$ cat src/rtl/tpg_seq_ctrl.sv
// rtl/tpg_seq_ctrl.sv - LBIST pattern sequencer: seeded XNOR LFSR, bounded run, valid/ready handoff
module tpg_seq_ctrl #(
   parameter int               WIDTH     = 4,
   parameter int               CNT_W     = 16,
   parameter logic [WIDTH-1:0] SEED_DFLT = WIDTH'(1)
) (
   input  logic             clk,
   input  logic             reset_n,
   input  logic             start_i,
   input  logic             abort_i,
   input  logic             seed_load_i,
   input  logic [WIDTH-1:0] seed_i,
   input  logic [CNT_W-1:0] pat_count_i,
   output logic [WIDTH-1:0] pat_o,
   output logic             pat_valid_o,
   input  logic             pat_ready_i,
   output logic             pat_last_o,
   output logic [CNT_W-1:0] pat_idx_o,
   output logic             busy_o,
   output logic             done_o
);

   generate
      if (WIDTH < 3 || WIDTH > 30) begin : g_bad_width
         $error("tpg_seq_ctrl: WIDTH must be in 3..30");
      end
   endgenerate

   // Tap positions use q-numbering (q[1] = MSB), so tap t lands on vector bit WIDTH-t.
   function automatic logic [WIDTH-1:0] tap_mask();
      logic [19:0]      t;
      logic [4:0]       tk;
      logic [WIDTH-1:0] m;
      case (WIDTH)
         3:  t = {5'd3,  5'd2,  5'd0,  5'd0};
         4:  t = {5'd4,  5'd3,  5'd0,  5'd0};
         5:  t = {5'd5,  5'd3,  5'd0,  5'd0};
         6:  t = {5'd6,  5'd5,  5'd0,  5'd0};
         7:  t = {5'd7,  5'd6,  5'd0,  5'd0};
         8:  t = {5'd8,  5'd6,  5'd5,  5'd4};
         9:  t = {5'd9,  5'd5,  5'd0,  5'd0};
         10: t = {5'd10, 5'd7,  5'd0,  5'd0};
         11: t = {5'd11, 5'd9,  5'd0,  5'd0};
         12: t = {5'd12, 5'd6,  5'd4,  5'd1};
         13: t = {5'd13, 5'd4,  5'd3,  5'd1};
         14: t = {5'd14, 5'd5,  5'd3,  5'd1};
         15: t = {5'd15, 5'd14, 5'd0,  5'd0};
         16: t = {5'd16, 5'd15, 5'd13, 5'd4};
         17: t = {5'd17, 5'd14, 5'd0,  5'd0};
         18: t = {5'd18, 5'd11, 5'd0,  5'd0};
         19: t = {5'd19, 5'd6,  5'd2,  5'd1};
         20: t = {5'd20, 5'd17, 5'd0,  5'd0};
         21: t = {5'd21, 5'd19, 5'd0,  5'd0};
         22: t = {5'd22, 5'd21, 5'd0,  5'd0};
         23: t = {5'd23, 5'd18, 5'd0,  5'd0};
         24: t = {5'd24, 5'd23, 5'd22, 5'd17};
         25: t = {5'd25, 5'd22, 5'd0,  5'd0};
         26: t = {5'd26, 5'd6,  5'd2,  5'd1};
         27: t = {5'd27, 5'd5,  5'd2,  5'd1};
         28: t = {5'd28, 5'd25, 5'd0,  5'd0};
         29: t = {5'd29, 5'd27, 5'd0,  5'd0};
         30: t = {5'd30, 5'd6,  5'd4,  5'd1};
         default: t = '0;
      endcase
      m = '0;
      for (int k = 0; k < 4; k++) begin
         tk = t[5*k +: 5];
         if (tk != 5'd0)
            m = m | (WIDTH'(1) << (WIDTH - int'(tk)));
      end
      return m;
   endfunction

   localparam logic [WIDTH-1:0] TAPS     = tap_mask();
   localparam logic [WIDTH-1:0] ALL_ONES = '1;

   typedef enum logic [1:0] {IDLE, RUN, DONE} state_t;

   state_t           state_q, state_d;
   logic [WIDTH-1:0] lfsr_q;
   logic [CNT_W-1:0] cnt_q;
   logic [CNT_W-1:0] idx_q;
   logic             accept;
   logic             last;
   logic             fb;

   assign last   = (state_q == RUN) && (idx_q == cnt_q - CNT_W'(1));
   assign accept = (state_q == RUN) && pat_ready_i && !abort_i;
   assign fb     = ~^(lfsr_q & TAPS);

   always_ff @(posedge clk or negedge reset_n) begin
      if (!reset_n)
         state_q <= IDLE;
      else
         state_q <= state_d;
   end

   always_comb begin
      state_d = state_q;
      if (abort_i) begin
         state_d = IDLE;
      end else begin
         case (state_q)
            IDLE:    if (start_i) state_d = (pat_count_i != '0) ? RUN : DONE;
            RUN:     if (pat_ready_i && last) state_d = DONE;
            DONE:    state_d = IDLE;
            default: state_d = IDLE;
         endcase
      end
   end

   always_comb begin
      pat_valid_o = (state_q == RUN);
      busy_o      = (state_q == RUN);
      pat_last_o  = last;
      done_o      = (state_q == DONE);
      pat_o       = lfsr_q;
      pat_idx_o   = idx_q;
   end

   // A loaded all-ones seed would lock the XNOR LFSR, so it is swapped for the default.
   always_ff @(posedge clk or negedge reset_n) begin
      if (!reset_n) begin
         lfsr_q <= SEED_DFLT;
         cnt_q  <= '0;
         idx_q  <= '0;
      end else if (state_q == IDLE && start_i && !abort_i) begin
         cnt_q <= pat_count_i;
         idx_q <= '0;
         if (seed_load_i)
            lfsr_q <= (seed_i == ALL_ONES) ? SEED_DFLT : seed_i;
      end else if (accept) begin
         idx_q  <= idx_q + CNT_W'(1);
         lfsr_q <= {fb, lfsr_q[WIDTH-1:1]};
      end
   end

endmodule

$ cat config.mk
export PLATFORM = sky130hd
export DESIGN_NAME = tpg_seq_ctrl
export DESIGN_NICKNAME = d
export VERILOG_FILES = /design/src/rtl/tpg_seq_ctrl.sv
export SDC_FILE = /design/constraint.sdc
export NUM_CORES = 1
export LEC_CHECK = 0
export CAP_MARGIN = 20
export CELL_PAD_IN_SITES_DETAIL_PLACEMENT = 1
export CELL_PAD_IN_SITES_GLOBAL_PLACEMENT = 1
export CORE_UTILIZATION = 34
export CTS_CLUSTER_SIZE = 30
export DETAILED_ROUTE_END_ITERATION = 8
export PLACE_DENSITY_LB_ADDON = 0.3
export SLEW_MARGIN = 0
export SYNTH_ARGS = -nofsm -noshare
export SYNTH_HDL_FRONTEND = slang
export SYNTH_SLANG_ARGS = --single-unit
$ cat constraint.sdc
create_clock -name clk -period 2.35 [get_ports clk]
set_clock_uncertainty 0.2 [all_clocks]
set_input_delay 0.235 -clock clk [delete_from_list [all_inputs] [get_ports clk]]
set_output_delay 0.235 -clock clk [all_outputs]
set_load 0.03 [all_outputs]
==> impl_results.md <==
- Initial Util: 0.3578
- Row Count: 29
- Largest net degree at the start of global routing: 39
- Sum Neg Setup Slack: -0.9541 ns
- Port Buffers: 49
- Clk sink count: 38
- Sequential share of the synthesized area: 0.4120
- Gate Count Post-Synth: 259
- Number of distinct library cells after synthesis: 53
- Vias per cell: 5.396
- Nets: 384
- Status: finished, violations left
- Drt first pass iters: 6
- First-pass GRT wire length: 12,530 µm
- DR iter-0 viols: 133
- Unrepaired setup endpoints after global routing: yes
- CP top delay family: simple AND/OR/NAND/NOR gates
- Hold/Removal Path Class: input port to flip-flop
- Routed wire length: 7836 µm
- Hold Worst Slack: 0.2934 ns
- Crit path top cell by count: buf_6
- Slowest cell on the critical path: or4_4
- Routed Antenna Nets: 0
- Die width: 84.45 µm
- Crit path kind: flip-flop to output pin
- CP max stage delay: 0.56 ns
- Ys flop type: dfrtp_1
- Diodes inserted: 0
- Synth Net Count: 287
- Setup violations, final: 3
- Fin area: 3520 µm²
- Critical path capture point type: output pin
- Max cap viols: 0
- Leading area contributor after synthesis: dfrtp_1
- Peak supply drop: 0.3415 mV
- Vias in the first global route: 2,391
- CP bufs+invs: 2
- Synth area leaders: dfrtp_1 (40%), nand2_1 (8.4%), xor2_1 (6.4%)
- Die ar.: 7131 µm²
- Tcrit/Tclk final: 1.273
- Slew HR: 0.4134
- Simple-gate area share of the yosys netlist: 0.2767
- Post-Syn Area: 2311 µm²
- Clock Latency Late Sink: 0.30 ns
- Syn avg cell area: 8.923 µm²
- H-tree Lvls: 2
- Fin crit period: 2.991 ns
- CP max FO: 3
- Core footprint: 6459 µm²
- Arrival @ worst endpoint: 2.56 ns
- Number of buffers created by CTS: 5
- Compound-gate portion of the synthesized area: 0.1213
- Largest family of logic cells by synthesized area: simple AND/OR/NAND/NOR gates
- Proportion of synthesized area in mux cells: 0.009204
- I/O pin total: 50
- Fmax achieved: 334.4 MHz
- Violated checks: DRC, setup timing
- Dpl ws: -0.2990 ns
- Static Leak: 1.569 nW
- Tightest Pin Transition: 0.8798 ns
- Post-route setup slack: -0.6408 ns
- Post-DP HPWL: 5279 µm
- Number of synthesis warnings: 0
- Placer Congestion: 0.8335
- Synth top area share: 0.4006
- Post-synth EDFFs: 0
- Slew Limit Fails: 0
- Area Overhead vs Synth: 52.30%
- CTS max path bufs: 2
- CP Cell Sequence: buf_6, or4_4, nor4_4, nor3b_2, o21ai_2, a21oi_2, and3_4, buf_6
- Placed inst area: 3224 µm²
- Antenna violations before repair: 0
- Routed WL per cell: 18.06 µm
- Global route overflow: 0
- Clock transition at path regs: 0.08 ns
- Routed vias: 2,342
- Pwr dens: 680.1 nW/µm²
- Final core occ: 0.5449
- CTS tree: done
- Total track usage: 0.2269
- Adder-cell share of the synthesized area: 0.01083
- Critical path required time: 1.91 ns
- Yosys reg bits: 38
- CP Launch Type: flip-flop
- Layout cell share with drive strength beyond 1: 0.2773
- Die Ht: 84.45 µm
- Root Driver: clkbuf_8
- Xor and xnor area share after synthesis: 0.1251
- Synth async-reset ratio: 1.000
- Final Hold Viols: 0
- Number of remaining DRC errors: 4
[power by group]
| part | total (W) | switching [W] | internal (W) |
|---|---|---|---|
| clock | 0.000708 | 0.000254 | 0.000453 |
| combinational | 0.000875 | 0.000452 | 0.000423 |
| sequential | 0.000811 | 0.0000756 | 0.000735 |
| total | 0.00239 | 0.000782 | 0.00161 |
[timing repair]
| item | CTS | global route |
|---|---|---|
| endpoints found under the hold margin | 37 | 0 |
| setup endpoints to repair | 3 | 6 |
| resized for setup | 15 | 12 |
| setup buffers | 5 | 1 |
| hold buffers | 1 | 0 |
| pin swaps | 7 | 1 |
[layout by cell type, fill, tap and decap left out, drive strengths merged, types with 6 or more instances in the layout]
master	netlist	final
nor4	10	10
clkdlybuf4s50	0	47
o21ai	13	13
inv	7	7
clkbuf	10	6
nor2	21	21
dfrtp	37	37
xor2	17	17
buf	5	57
xnor2	16	16
nand3	7	7
nand2	52	52
[area by class of cell]
cell class | count | area [µm²]
multi-input combinational | 199 | 1376
timing repair buffer | 105 | 924.6
clock inverter | 2 | 60.06
inverter | 7 | 26.28
tap | 77 | 96.34
sequential | 38 | 953.4
fill | 759 | 2939
clock buffer | 6 | 82.58
[synthesized netlist by cell type, types with 2 or more instances]
cell type,count
nor2_1,21
nand4_1,3
a221oi_1,2
clkbuf_1,10
inv_1,7
and3_1,5
buf_2,2
ha_1,2
xor2_1,17
nor4_1,9
a21oi_1,5
and4_1,3
a22oi_1,2
o21ai_0,13
a32oi_1,2
nor3_1,5
dfrtp_1,37
a41oi_1,2
nor2b_1,3
nand2_1,52
xnor2_1,16
buf_6,2
nand3_1,7
or4_4,3
[registers in the layout (all words and copies together) (netlist names)]
signal and flops:
cnt_q 16, pat_idx_o 16, pat_o 4, state_q 2
[final timing paths]
check	slack, ns	depth (start not counted)	start	to
max reg2reg	-0.19	8	cnt_q[8]$_DFFE_PN0P_	state_q[1]$_DFFE_PN0P_
min	0.29	3	pat_count_i[15]	cnt_q[15]$_DFFE_PN0P_
min reg2reg	0.31	2	pat_o[0]$_DFFE_PN1P_	pat_o[0]$_DFFE_PN1P_
min in group asynchronous	0.39	2	reset_n	pat_idx_o[15]$_DFFE_PN0P_
max in group asynchronous	0.96	2	reset_n	cnt_q[0]$_DFFE_PN0P_
max	-0.64	8	cnt_q[8]$_DFFE_PN0P_	pat_last_o
[routing by layer]
layer,up-vias,track usage,part of all wire,routed length (µm)
met5,-,0,0,0
met2,67,0.3800,0.49,3845
met4,0,0.06780,0.020,158
met3,18,0.03638,0.037,288
met1,1154,0.3036,0.45,3544
li1,1103,-,-,-
[cells by family (layout without fill, tap and decap cells)]
| logic type | after synthesis | in the layout |
|---|---|---|
| adder cells (fa/ha/maj) | 2 | 2 |
| multiplexers | 2 | 2 |
| XOR/XNOR | 33 | 33 |
| AO/OA/AOI/OAI | 39 | 39 |
| buffers and inverters | 22 | 120 |
| AND/OR/NAND/NOR | 123 | 123 |
| flip-flops | 38 | 38 |
[tightest hold or removal path, cell delays in order]
cell and delay, ns:
clkdlybuf4s50_1 0.42, nand2_1 0.06, nand2_1 0.04
[through the flow]
step / power [W] / cells
global route: 0.002493 / 434
global placement: 0.001557 / 421
floorplan: 0.001229 / 259
CTS: 0.002354 / 435
detailed placement: 0.001587 / 421
finish: 0.002394 / 434
No activity file was read; power rests on OpenSTA's default activity.
==> RTL change 1 (same settings) <==
Reset style: synchronous (`reset_n`), changed in 2 clocked blocks.
--- a/src/rtl/tpg_seq_ctrl.sv
+++ b/src/rtl/tpg_seq_ctrl.sv
@@ -88,7 +88,7 @@
    assign accept = (state_q == RUN) && pat_ready_i && !abort_i;
    assign fb     = ~^(lfsr_q & TAPS);
 
-   always_ff @(posedge clk or negedge reset_n) begin
+   always_ff @(posedge clk) begin
       if (!reset_n)
          state_q <= IDLE;
       else
@@ -119,7 +119,7 @@
    end
 
    // A loaded all-ones seed would lock the XNOR LFSR, so it is swapped for the default.
-   always_ff @(posedge clk or negedge reset_n) begin
+   always_ff @(posedge clk) begin
       if (!reset_n) begin
          lfsr_q <= SEED_DFLT;
          cnt_q  <= '0;
Function: differs if reset_n is asserted again (counterexample within 4 cycles, from zero or initial values and one cycle with reset_n low); with reset_n held inactive, the same outputs for 10 cycles.
==> RTL change 1 against the unedited design <==
- the flow finishes with violations (setup timing)
- wire length is 15% lower
- synthesized cell count is 6.6% higher
- final area decreased by 7.4%
- synthesized area fell by 3.6%
- critical endpoint unchanged
- sequential cell count is the same
- via count shrank 2.7%
- utilization down 3.2 points
- setup slack gained 0.12 ns
- cell count is 0.46% higher
Power is not compared: it rests on default switching activity, and its combinational part moved more than twofold at a synthesized area within 25%.
==> RTL change 1: results (changes against the unedited design) <==
run_status:
  status: "finished with violations"
  failed_checks: "setup timing"
routing:
  avgViaCountPerCell: 5.22  # -3.2%
  drtIter0Drc: 72  # -46%
  drt-pass1-iter-count: 3  # -3
  wl_per_cell_um: 15.2  # -16%
global_route:
  grt_usage_pct: 18.4  # -4.3 points
  grt_pass1_vias: 2225  # -6.9%
  grt_max_degree: 24  # -38%
  antenna_found_initial: 0  # unchanged
  grt_pass1_wl_mm: 10.4  # -17%
place:
  gp_congestion: 0.809  # -2.9%
  pre_cts_slack_ns: -0.129  # +0.170 ns
  post_dp_cell_area_mm2: 0.00308  # -4.5%
  dpl.hpwl_mm: 4.86  # -7.8%
  port-buffer-count: 49  # unchanged
clock_network:
  cts.sinks: 38  # unchanged
  h-tree-depth: 2  # unchanged
  numCtsBuffers: 5  # unchanged
  path_clk_slew_ns: 0.08  # about the same
  root_buffer: "clkbuf_8"
  clock_latency_ns: 0.30  # about the same
  cts_buffer_depth: 2  # unchanged
logic_synthesis:
  async_reset_ff_share_pct: 0  # -100 points
  yosysSeqAreaShare_pct: 34.2  # -7.0 points
  ys.warnings.count: 0  # unchanged
  synth-compound-area-share_pct: 16.7  # +4.6 points
  synth.area.top_cells: "dfxtp_1 (34%), nand2_1 (8.1%), xor2_1 (6.7%)"
  synth_xor_area_share_pct: 12.1  # -0.37 points
  yosysUniqueCellTypes: 51  # -3.8%
  synth_commonest_cells: "nand2_1 (48), dfxtp_1 (38), nor2_1 (25)"
  syn_nets: 304  # +5.9%
  synth-adder-area-share_pct: 1.12  # +0.041 points
  muxShareOfSynthArea_pct: 0.449  # -0.47 points
  synth_flop_cell: "dfxtp_1"
pwr:
  total_power_mw: 1.59
  internal_power_mw: 1.15
  ir_worst_vdd_mv: 0.233
  p_clk_share_pct: 35.1
  leakagePower_nw: 1.28
  comb_power_share_pct: 21.7
cells_and_area:
  num-fill-cells: 771  # +1.6%
  antenna_cells: 0  # unchanged
  finalNetCount: 386  # +0.52%
  layout-drive-gt1-share_pct: 22.6  # -5.2 points
setup_path:
  crit_slowest_cell: "or4_4"
  max_stage_delay_ns: 0.57
  path_max_fanout: 4  # +1
  cp.arrival_ns: 2.44  # -0.12 ns
sta:
  setup_violations: 3  # unchanged
  tns_ns: -0.591  # +0.364 ns
  final.setup.worst_slack_ns: -0.525  # +0.116 ns
  tightest_slew_ns: 0.403  # -0.476 ns
min_path:
  min_path_type: "reg -> reg"
[RTL change 1: what timing repair did]
item | in CTS | in global routing
setup endpoints to repair | 1 | 3
resized for setup | 0 | 12
pin swaps | 0 | 7
buffers inserted | 0 | 3
[RTL change 1: per-stage QoR]
stage	std cells	hold WS, ns
2_1_floorplan	276	0.142
3_3_place_gp	425	0.278
3_5_place_dp	425	0.287
4_1_cts	433	0.297
5_1_grt	436	0.321
6_report	436	0.291
[RTL change 1: area by class of cell]
class                           count  area, µm²  share of cell area (%)
Clock buffer                        5       68.8                    2.11
Clock inverter                      3       40.0                    1.23
Inverter                            5       18.8                   0.576
Multi-Input combinational cell    221       1480                    45.5
Sequential cell                    38        778                    23.9
Tap cell                           77       96.3                    2.96
Timing Repair Buffer               87        773                    23.7
[RTL change 1: cells by family after synthesis]
kind of cell	Yosys count
AOI/OAI and AO/OA	51
and+or+nand+nor	137
buffers and inverters	17
DFF	38
xor gates and xnor gates	30
muxes	1
adders and majority gates	2
[RTL change 1: worst paths after layout]
| check | startpoint | to | slack [ns] | cells after the start |
|---|---|---|---|---|
| max | cnt_q[0] | pat_last_o | -0.52 | 8 |
| min | cnt_q[15] | cnt_q[15] | 0.29 | 2 |
| max reg2reg | cnt_q[0] | state_q[1] | -0.05 | 8 |
| min reg2reg | cnt_q[15] | cnt_q[15] | 0.29 | 2 |
[RTL change 1: worst max-delay path, delay by kind of cell, from the launching register on]
family	cells	cell delay (ns)
simple gates	3	1.00
compound gates	2	0.29
buf+inv	3	0.50
flops	1	0.35
[RTL change 1: layer usage]
metal	track usage (%)	wire length, µm	up-vias
li1	-	-	1135
met1	24.0	3140	1089
met2	30.9	3200	44
met3	3.28	173	10
met4	5.64	127	0
met5	0	0	-
==> RTL change 2 (same flow settings) <==
Made on the original files. Set the parameter `WIDTH` to 6 (it was 4).
--- a/src/rtl/tpg_seq_ctrl.sv
+++ b/src/rtl/tpg_seq_ctrl.sv
@@ -1,6 +1,6 @@
 // rtl/tpg_seq_ctrl.sv - LBIST pattern sequencer: seeded XNOR LFSR, bounded run, valid/ready handoff
 module tpg_seq_ctrl #(
-   parameter int               WIDTH     = 4,
+   parameter int               WIDTH     = 6,
    parameter int               CNT_W     = 16,
    parameter logic [WIDTH-1:0] SEED_DFLT = WIDTH'(1)
 ) (
Interface: changed (resized pat_o and seed_i); port bits go from 50 to 54. No check against the original RTL was run, so the function may have changed too.
==> RTL change 2 against the unedited design <==
- hold slack worse by 0.071 ns
- final area is 1.6% lower
- synthesized area is 0.92% higher
- fmax is 2.7% lower
- cell count is 4.4% lower
- clock power is 11% lower
- the run ends with setup timing left
- setup slack worse by 0.084 ns
- sequential share of layout area is 1.8 points higher
- wire length is 2.2% lower
- total power is 1.7% lower
- sequential cell count is 2 higher
- largest power group is now sequential cells
==> RTL change 2: results (changes against the unedited design) <==
run_status:
  status: "finished with violations"
  failed_checks: "setup timing"
place:
  dpl.hpwl_mm: 5.57  # +5.5%
  dp.cells: 402  # -4.5%
  pre_cts_slack_ns: -0.540  # -0.241 ns
  post_dp_cell_area_mm2: 0.00324  # +0.50%
routing:
  drt_wl_total_mm: 7.67  # -2.2%
  wl_met1_mm: 3.33  # -6.0%
  drtIter0Drc: 164  # +23%
global_route:
  grt_pass1_vias: 2482  # +3.8%
  grt_util_met1_pct: 28.3  # -2.1 points
logic_synthesis:
  synth-compound-area-share_pct: 9.28  # -2.8 points
  syn_nets: 271  # -5.6%
  ys_seq_elements: 40  # +5.3%
  synth_commonest_cells: "dfrtp_1 (39), nor2_1 (22), xnor2_1 (18)"
  yosysSeqAreaShare_pct: 43.0  # +1.8 points
  synth.area.top_cells: "dfrtp_1 (42%), mux2_2 (7.2%), xnor2_1 (6.8%)"
cells_and_area:
  clkCellAreaFrac_pct: 3.65  # -0.41 points
  final-nonclk-buf-share_pct: 25.6  # -0.67 points
  num-fill-cells: 743  # -2.1%
  finalNetCount: 367  # -4.4%
  nClkBuffers: 7  # +1
  seq-cell-share_pct: 28.9  # +1.8 points
pwr:
  leakagePower_nw: 1.46  # -7.0%
  ir_worst_vdd_mv: 0.378  # +11%
setup_path:
  max_stage_delay_ns: 0.50  # -0.06 ns
sta:
  setup_violations: 3  # unchanged
  final.setup.worst_slack_ns: -0.725  # -0.0838 ns
RTL change 2: cells by family (layout without fill, tap and decap cells):
group,Yosys count,count (layout)
AND/OR/NAND/NOR,98,98
flip-flops,40,40
XOR/XNOR,35,35
AO/OA/AOI/OAI,33,33
buffers and inverters,17,114
multiplexers,16,16
adder cells (fa/ha/maj),2,2
RTL change 2: final timing paths:
path	cells after the start	slack (ns)	to	start
max	9	-0.72	pat_last_o	cnt_q[1]
min	2	0.22	cnt_q[9]	reset_n
max reg2reg	9	-0.26	state_q[0]	cnt_q[1]
min reg2reg	2	0.30	pat_o[0]	pat_o[0]
max in group asynchronous	3	1.00	pat_o[0]	reset_n
min in group clk	2	0.30	pat_o[0]	pat_o[0]
RTL change 2: where the power goes:
part	internal (mW)	total (mW)	switching (mW)	leakage (nW)
Combinational	0.412	0.837	0.424	0.886
Clock	0.375	0.631	0.256	0.0645
Sequential	0.791	0.886	0.0958	0.508
